File: src/rtl/blit_pkg.sv
// Shared types and defaults for the sprite blitter: FSM state encoding,
// framebuffer geometry and colour key, plus the empty-rectangle test.
package blit_pkg;

  typedef enum logic [2:0] {
    IDLE,
    LATCH,
    COPY,
    DRAIN,
    NEXT,
    DONE
  } blit_state_t;

  localparam int         FB_W_DEFAULT   = 160;
  localparam int         FB_H_DEFAULT   = 120;
  localparam logic [7:0] TRANSP_DEFAULT = 8'hE3;

  // Bounds are inclusive, so a rectangle is empty only when an end lies before its start.
  function automatic logic rect_empty(input logic [9:0] x0, input logic [9:0] y0,
                                      input logic [9:0] x1, input logic [9:0] y1);
    return (x1 < x0) || (y1 < y0);
  endfunction

endpackage

File: src/rtl/rect_scanner.sv
// Raster-order x/y walker over an inclusive rectangle; flags the final pixel
// so the blitter knows when the last read has been issued.
module rect_scanner (
  input  logic       clk,
  input  logic       reset,
  input  logic       load,
  input  logic       step,
  input  logic [9:0] start_x,
  input  logic [9:0] start_y,
  input  logic [9:0] min_x,
  input  logic [9:0] max_x,
  input  logic [9:0] max_y,
  output logic [9:0] x,
  output logic [9:0] y,
  output logic       last
);

  // load seeds the origin; each step advances x and wraps to the next row at max_x.
  always_ff @(posedge clk) begin
    if (!reset) begin
      x <= '0;
      y <= '0;
    end else if (load) begin
      x <= start_x;
      y <= start_y;
    end else if (step) begin
      if (x == max_x) begin
        x <= min_x;
        y <= y + 10'd1;
      end else begin
        x <= x + 10'd1;
      end
    end
  end

  assign last = (x == max_x) && (y == max_y);

endmodule

File: src/rtl/sprite_blitter.sv
// Composites NUM_LAYERS rectangles from VRAM into the framebuffer, one layer at a
// time, dropping colour-keyed pixels and anything that lands outside the framebuffer.
module sprite_blitter
  import blit_pkg::*;
#(
  parameter int               NUM_LAYERS = 14,
  parameter int               PIX_W      = 8,
  parameter logic [PIX_W-1:0] TRANSP     = TRANSP_DEFAULT,
  parameter int               FB_W       = FB_W_DEFAULT,
  parameter int               FB_H       = FB_H_DEFAULT
) (
  input  logic             clk,
  input  logic             reset,
  input  logic             start,
  output logic [31:0]      layer,
  input  logic [9:0]       vram_inicio_X,
  input  logic [9:0]       vram_inicio_Y,
  input  logic [9:0]       vram_final_X,
  input  logic [9:0]       vram_final_Y,
  input  logic [9:0]       FB_X,
  input  logic [9:0]       FB_Y,
  output logic [9:0]       vram_x,
  output logic [9:0]       vram_y,
  output logic             vram_rd,
  input  logic [PIX_W-1:0] vram_data,
  output logic [9:0]       fb_x,
  output logic [9:0]       fb_y,
  output logic [PIX_W-1:0] fb_data,
  output logic             fb_we,
  output logic             busy,
  output logic             done
);

  blit_state_t state;

  logic [9:0]  src_x0, src_y0, src_x1, src_y1;
  logic [9:0]  dst_x0, dst_y0;
  logic        scan_last;
  logic        pending;
  logic        in_bounds;
  logic [10:0] wr_x, wr_y;

  rect_scanner u_scanner (
    .clk     (clk),
    .reset   (reset),
    .load    (state == LATCH),
    .step    ((state == COPY) && !scan_last),
    .start_x (vram_inicio_X),
    .start_y (vram_inicio_Y),
    .min_x   (src_x0),
    .max_x   (src_x1),
    .max_y   (src_y1),
    .x       (vram_x),
    .y       (vram_y),
    .last    (scan_last)
  );

  // Destination is computed one bit wider so clipping sees overflow past 1023.
  always_comb begin
    wr_x = {1'b0, dst_x0} + {1'b0, 10'(vram_x - src_x0)};
    wr_y = {1'b0, dst_y0} + {1'b0, 10'(vram_y - src_y0)};
  end

  always_ff @(posedge clk) begin
    if (!reset) begin
      state     <= IDLE;
      layer     <= '0;
      vram_rd   <= 1'b0;
      pending   <= 1'b0;
      in_bounds <= 1'b0;
      fb_x      <= '0;
      fb_y      <= '0;
      src_x0    <= '0;
      src_y0    <= '0;
      src_x1    <= '0;
      src_y1    <= '0;
      dst_x0    <= '0;
      dst_y0    <= '0;
    end else begin
      // Write address trails the read by one cycle to line up with vram_data.
      pending <= vram_rd;
      if (vram_rd) begin
        fb_x      <= wr_x[9:0];
        fb_y      <= wr_y[9:0];
        in_bounds <= (wr_x < 11'(FB_W)) && (wr_y < 11'(FB_H));
      end

      case (state)
        IDLE: begin
          if (start) begin
            layer <= '0;
            state <= LATCH;
          end
        end
        LATCH: begin
          src_x0 <= vram_inicio_X;
          src_y0 <= vram_inicio_Y;
          src_x1 <= vram_final_X;
          src_y1 <= vram_final_Y;
          dst_x0 <= FB_X;
          dst_y0 <= FB_Y;
          if (rect_empty(vram_inicio_X, vram_inicio_Y, vram_final_X, vram_final_Y)) begin
            state <= NEXT;
          end else begin
            vram_rd <= 1'b1;
            state   <= COPY;
          end
        end
        COPY: begin
          if (scan_last) begin
            vram_rd <= 1'b0;
            state   <= DRAIN;
          end
        end
        DRAIN: begin
          state <= NEXT;
        end
        NEXT: begin
          if (layer == 32'(NUM_LAYERS - 1)) begin
            state <= DONE;
          end else begin
            layer <= layer + 32'd1;
            state <= LATCH;
          end
        end
        DONE: begin
          state <= IDLE;
        end
        default: begin
          state   <= IDLE;
          vram_rd <= 1'b0;
        end
      endcase
    end
  end

  // Read data arrives combinationally, so the strobe and pixel are gated here.
  assign fb_data = pending ? vram_data : '0;
  assign fb_we   = pending && (vram_data != TRANSP) && in_bounds;
  assign busy    = (state != IDLE);
  assign done    = (state == DONE);

endmodule

File: config.mk
export PLATFORM = sky130hd
export DESIGN_NAME = sprite_blitter
export DESIGN_NICKNAME = d
export VERILOG_FILES = /design/src/rtl/blit_pkg.sv /design/src/rtl/rect_scanner.sv /design/src/rtl/sprite_blitter.sv
export SDC_FILE = /design/constraint.sdc
export NUM_CORES = 1
export LEC_CHECK = 0
export CORE_ASPECT_RATIO = 1.2
export CORE_MARGIN = 2
export CORE_UTILIZATION = 50
export CTS_BUF_LIST = sky130_fd_sc_hd__clkbuf_16
export CTS_CLUSTER_SIZE = 28
export DETAILED_ROUTE_END_ITERATION = 8
export DONT_BUFFER_PORTS = 1
export PLACE_DENSITY = 0.71
export SLEW_MARGIN = 20
export SYNTH_ARGS = -nofsm -noshare
export SYNTH_HDL_FRONTEND = slang
export SYNTH_SLANG_ARGS = --single-unit
File: constraint.sdc
create_clock -name clk -period 2.9 [get_ports clk]
set_input_delay 0.58 -clock clk [delete_from_list [all_inputs] [get_ports clk]]
set_output_delay 0.58 -clock clk [all_outputs]
set_load 0.02 [all_outputs]
==> metrics.cfg <==
[pwr]
power_density_nw_per_um2=620.7
finalPower_w=0.006045
vdd_drop_max_mv=0.3958
leakage_nw=3.943

[final_layout]
diodes=0
mostFrequentLayoutCell=nand2_1
layout-drive-gt1-share_pct=17.58
fin_area_um2=9738
most-common-layout-cells=165 x nand2_1, 131 x dfxtp_1, 106 x a21oi_1, 89 x buf_4, 81 x nor2_1
area_growth_pct=20.65
nets=1220
post-route-util_pct=62.02

[hold_path]
hold_class=in -> reg
worstHoldPathCells=1
hold_path_startpoint=reset
worstHoldEndpoint=vram_rd

[clock_tree]
clock_tree.htree_level_count=4
clock_latency_ns=0.42
numCtsBuffers=17
path_clk_slew_ns=0.06
clock-root-buffer=clkbuf_16
cts_tree=built
clkSinkCount=138
hold_buffers=0
clockBufferDepth=2

[logic_synthesis]
yosys_warnings=0
yosys.area_share.simple_pct=23.25
synth_top_family_by_area=simple AND/OR/NAND/NOR gates
synth.mux.area_fraction_pct=1.612
seq_area_frac_synth_pct=34.23
synthArstFlopShare_pct=0
yosysUniqueCellTypes=69
syn-cell-area_um2=8071
ys_ff_latch=138
syn_avg_cell_area_um2=7.960
synth-edff-count=0
syn_inst=1014
synth_compound_area_share_pct=16.93
yosys.area.top_type=dfxtp_1
yosysTopAreaCellShare_pct=34.23
synth-main-ff-cell=dfxtp_1
synth_fa_ha_area_share_pct=10.29
synth_area_leaders=dfxtp_1 34%, ha_1 9.3%, nand2_1 7.8%
syn-num-nets=1149
synth_xor_area_share_pct=8.572

[sta]
slew_violations=0
clock_skew_ns=0.009149
hold_ws_ns=0.2882
post-route-min-period_ns=3.067
max_freq_mhz=326.0
worst_pin_slew_ns=0.5401
setup_viol=3
finalHoldViolations=0
relSlewSlack_pct=63.61
setup_ws_ns=-0.1673
rsz0062_at_grt=yes
final.period_utilization_pct=105.8

[worst_setup_path]
crit_type=reg -> reg
rr_startpoint=u_scanner.y[0]
worstPathRequired_ns=3.25
crit_path_end_kind=flop
start_kind=flop
rr_worst_depth=16
arrival_ns=3.42
critical_path.max_fanout=4
reg2reg_slack_ns=-0.17
reg2reg_to=in_bounds

[die]
die_area_um2=17180
fp.dieH_um=143.2
die-width_um=120.0
coreArea_um2=15700
io_pins=155
start_util_pct=51.40
row_count=50

[global_route]
grt_use_met3_pct=6.869
groute.usage.overall_pct=23.87
grt_max_degree=75
grt_antenna_before_repair=0
met1_usage_pct=25.42
top_usage_layer=met2
grt_pass1_vias=6976
grt_first_pass_wirelength_um=32810
grt_util_met2_pct=43.84
overflow=0

[route]
vias_per_cell=5.517
wl_per_cell_um=15.65
postRouteAntennaNets=0
drt_first_pass_iters=5
num_vias=7205
wl_um=20430
route.detailed.drc=0
drtIter0Drc=355

[run_status]
status=complete, but fails checks
violations=negative setup slack

[placed_design]
pre_cts_slack_ns=-0.2687
place_congestion=0.8635
placed_area_um2=8901
port-buffer-count=0
place_hpwl_um=15340

[flow_run]
drv_cap=0

Yosys cell counts (6+ instances only):
cell,n
a21oi_1,116
xor2_1,45
xnor2_1,34
ha_1,60
buf_2,6
o21ai_0,40
nand4_1,16
nor3_1,22
a211oi_1,12
clkbuf_1,26
nand2_1,167
a21o_1,6
mux2i_1,13
nand3_1,20
nor2_1,82
nand2b_1,14
nor2b_1,8
and2_1,10
a31oi_1,10
dfxtp_1,138
nor4_1,8
inv_1,59
and3_1,12
or3_1,6
worst max-delay path by stage:
stage / startpoint / to / slack [ns] / cells past startpoint
2_1_floorplan: u_scanner.y[0] / in_bounds / -0.1 / 16
3_3_place_gp: src_y0[1] / in_bounds / -0.22 / 16
3_5_place_dp: src_y0[1] / in_bounds / -0.27 / 16
4_1_cts: u_scanner.y[0] / in_bounds / -0.14 / 16
5_1_grt: u_scanner.x[0] / in_bounds / -0.35 / 18
6_report: u_scanner.y[0] / in_bounds / -0.17 / 16
logic make-up after synthesis:
group | count (synthesis)
flip-flops | 138
adder cells (fa/ha/maj) | 64
AO/OA/AOI/OAI | 228
AND/OR/NAND/NOR | 392
XOR/XNOR | 79
multiplexers | 13
buffers and inverters | 100
area by class of cell:
cell class	count	area (µm²)
multi-input combinational	776	5121
clock inverter	13	141.4
clock buffer	19	475.5
sequential	138	2779
tap	208	260.3
timing repair buffer	93	739.5
fill	1393	5964
inverter	59	221.5
routing by layer:
layer | up-vias | wire length [µm] | share of wire [%]
li1 | 3649 | - | -
met1 | 3317 | 7992 | 39
met2 | 197 | 10620 | 52
met3 | 42 | 1214 | 5.9
met4 | 0 | 608 | 3.0
met5 | - | 0 | 0
sequential cells by signal, summed over array words and instances, names as in the netlist:
| name | count |
|---|---|
| layer | 32 |
| fb_x | 10 |
| in_bounds | 1 |
| u_scanner.x | 10 |
| vram_rd | 1 |
| pending | 1 |
| dst_y0 | 10 |
| src_x1 | 10 |
| u_scanner.y | 10 |
| src_y0 | 10 |
| src_x0 | 10 |
| fb_y | 10 |
| src_y1 | 10 |
| dst_x0 | 10 |
| state | 3 |
critical path, stage by stage, from the launching register on:
cell and delay (ns):
dfxtp_4 0.34, inv_2 0.04, ha_4 0.15, fa_2 0.39, o21ai_2 0.13, a21oi_2 0.07, o21bai_1 0.16, a21oi_2 0.09
xnor2_1 0.15, ha_2 0.31, a21oi_2 0.12, nand2_1 0.08, a31o_1 0.24, a21oi_2 0.16, xnor2_2 0.08, or3b_1 0.37
o21ai_1 0.11
repair_timing:
item	CTS	global route
resized for setup	9	34
pin swaps	15	24
buffers inserted	1	6
endpoints found under the setup margin	5	8
power by group:
part	switching, W	internal (W)	total [W]
combinational	0.000927	0.000850	0.00178
sequential	0.0000709	0.00198	0.00205
clock	0.000845	0.00137	0.00222
total	0.00184	0.00420	0.00604
through the flow:
step	cells	TNS (ns)
finish	1306	-0.2740
global route	1306	-0.9417
CTS	1301	-0.2344
detailed placement	1268	-0.6757
global placement	1268	-0.4343
floorplan	1014	-0.09859
(Power assumes the default switching activity.)
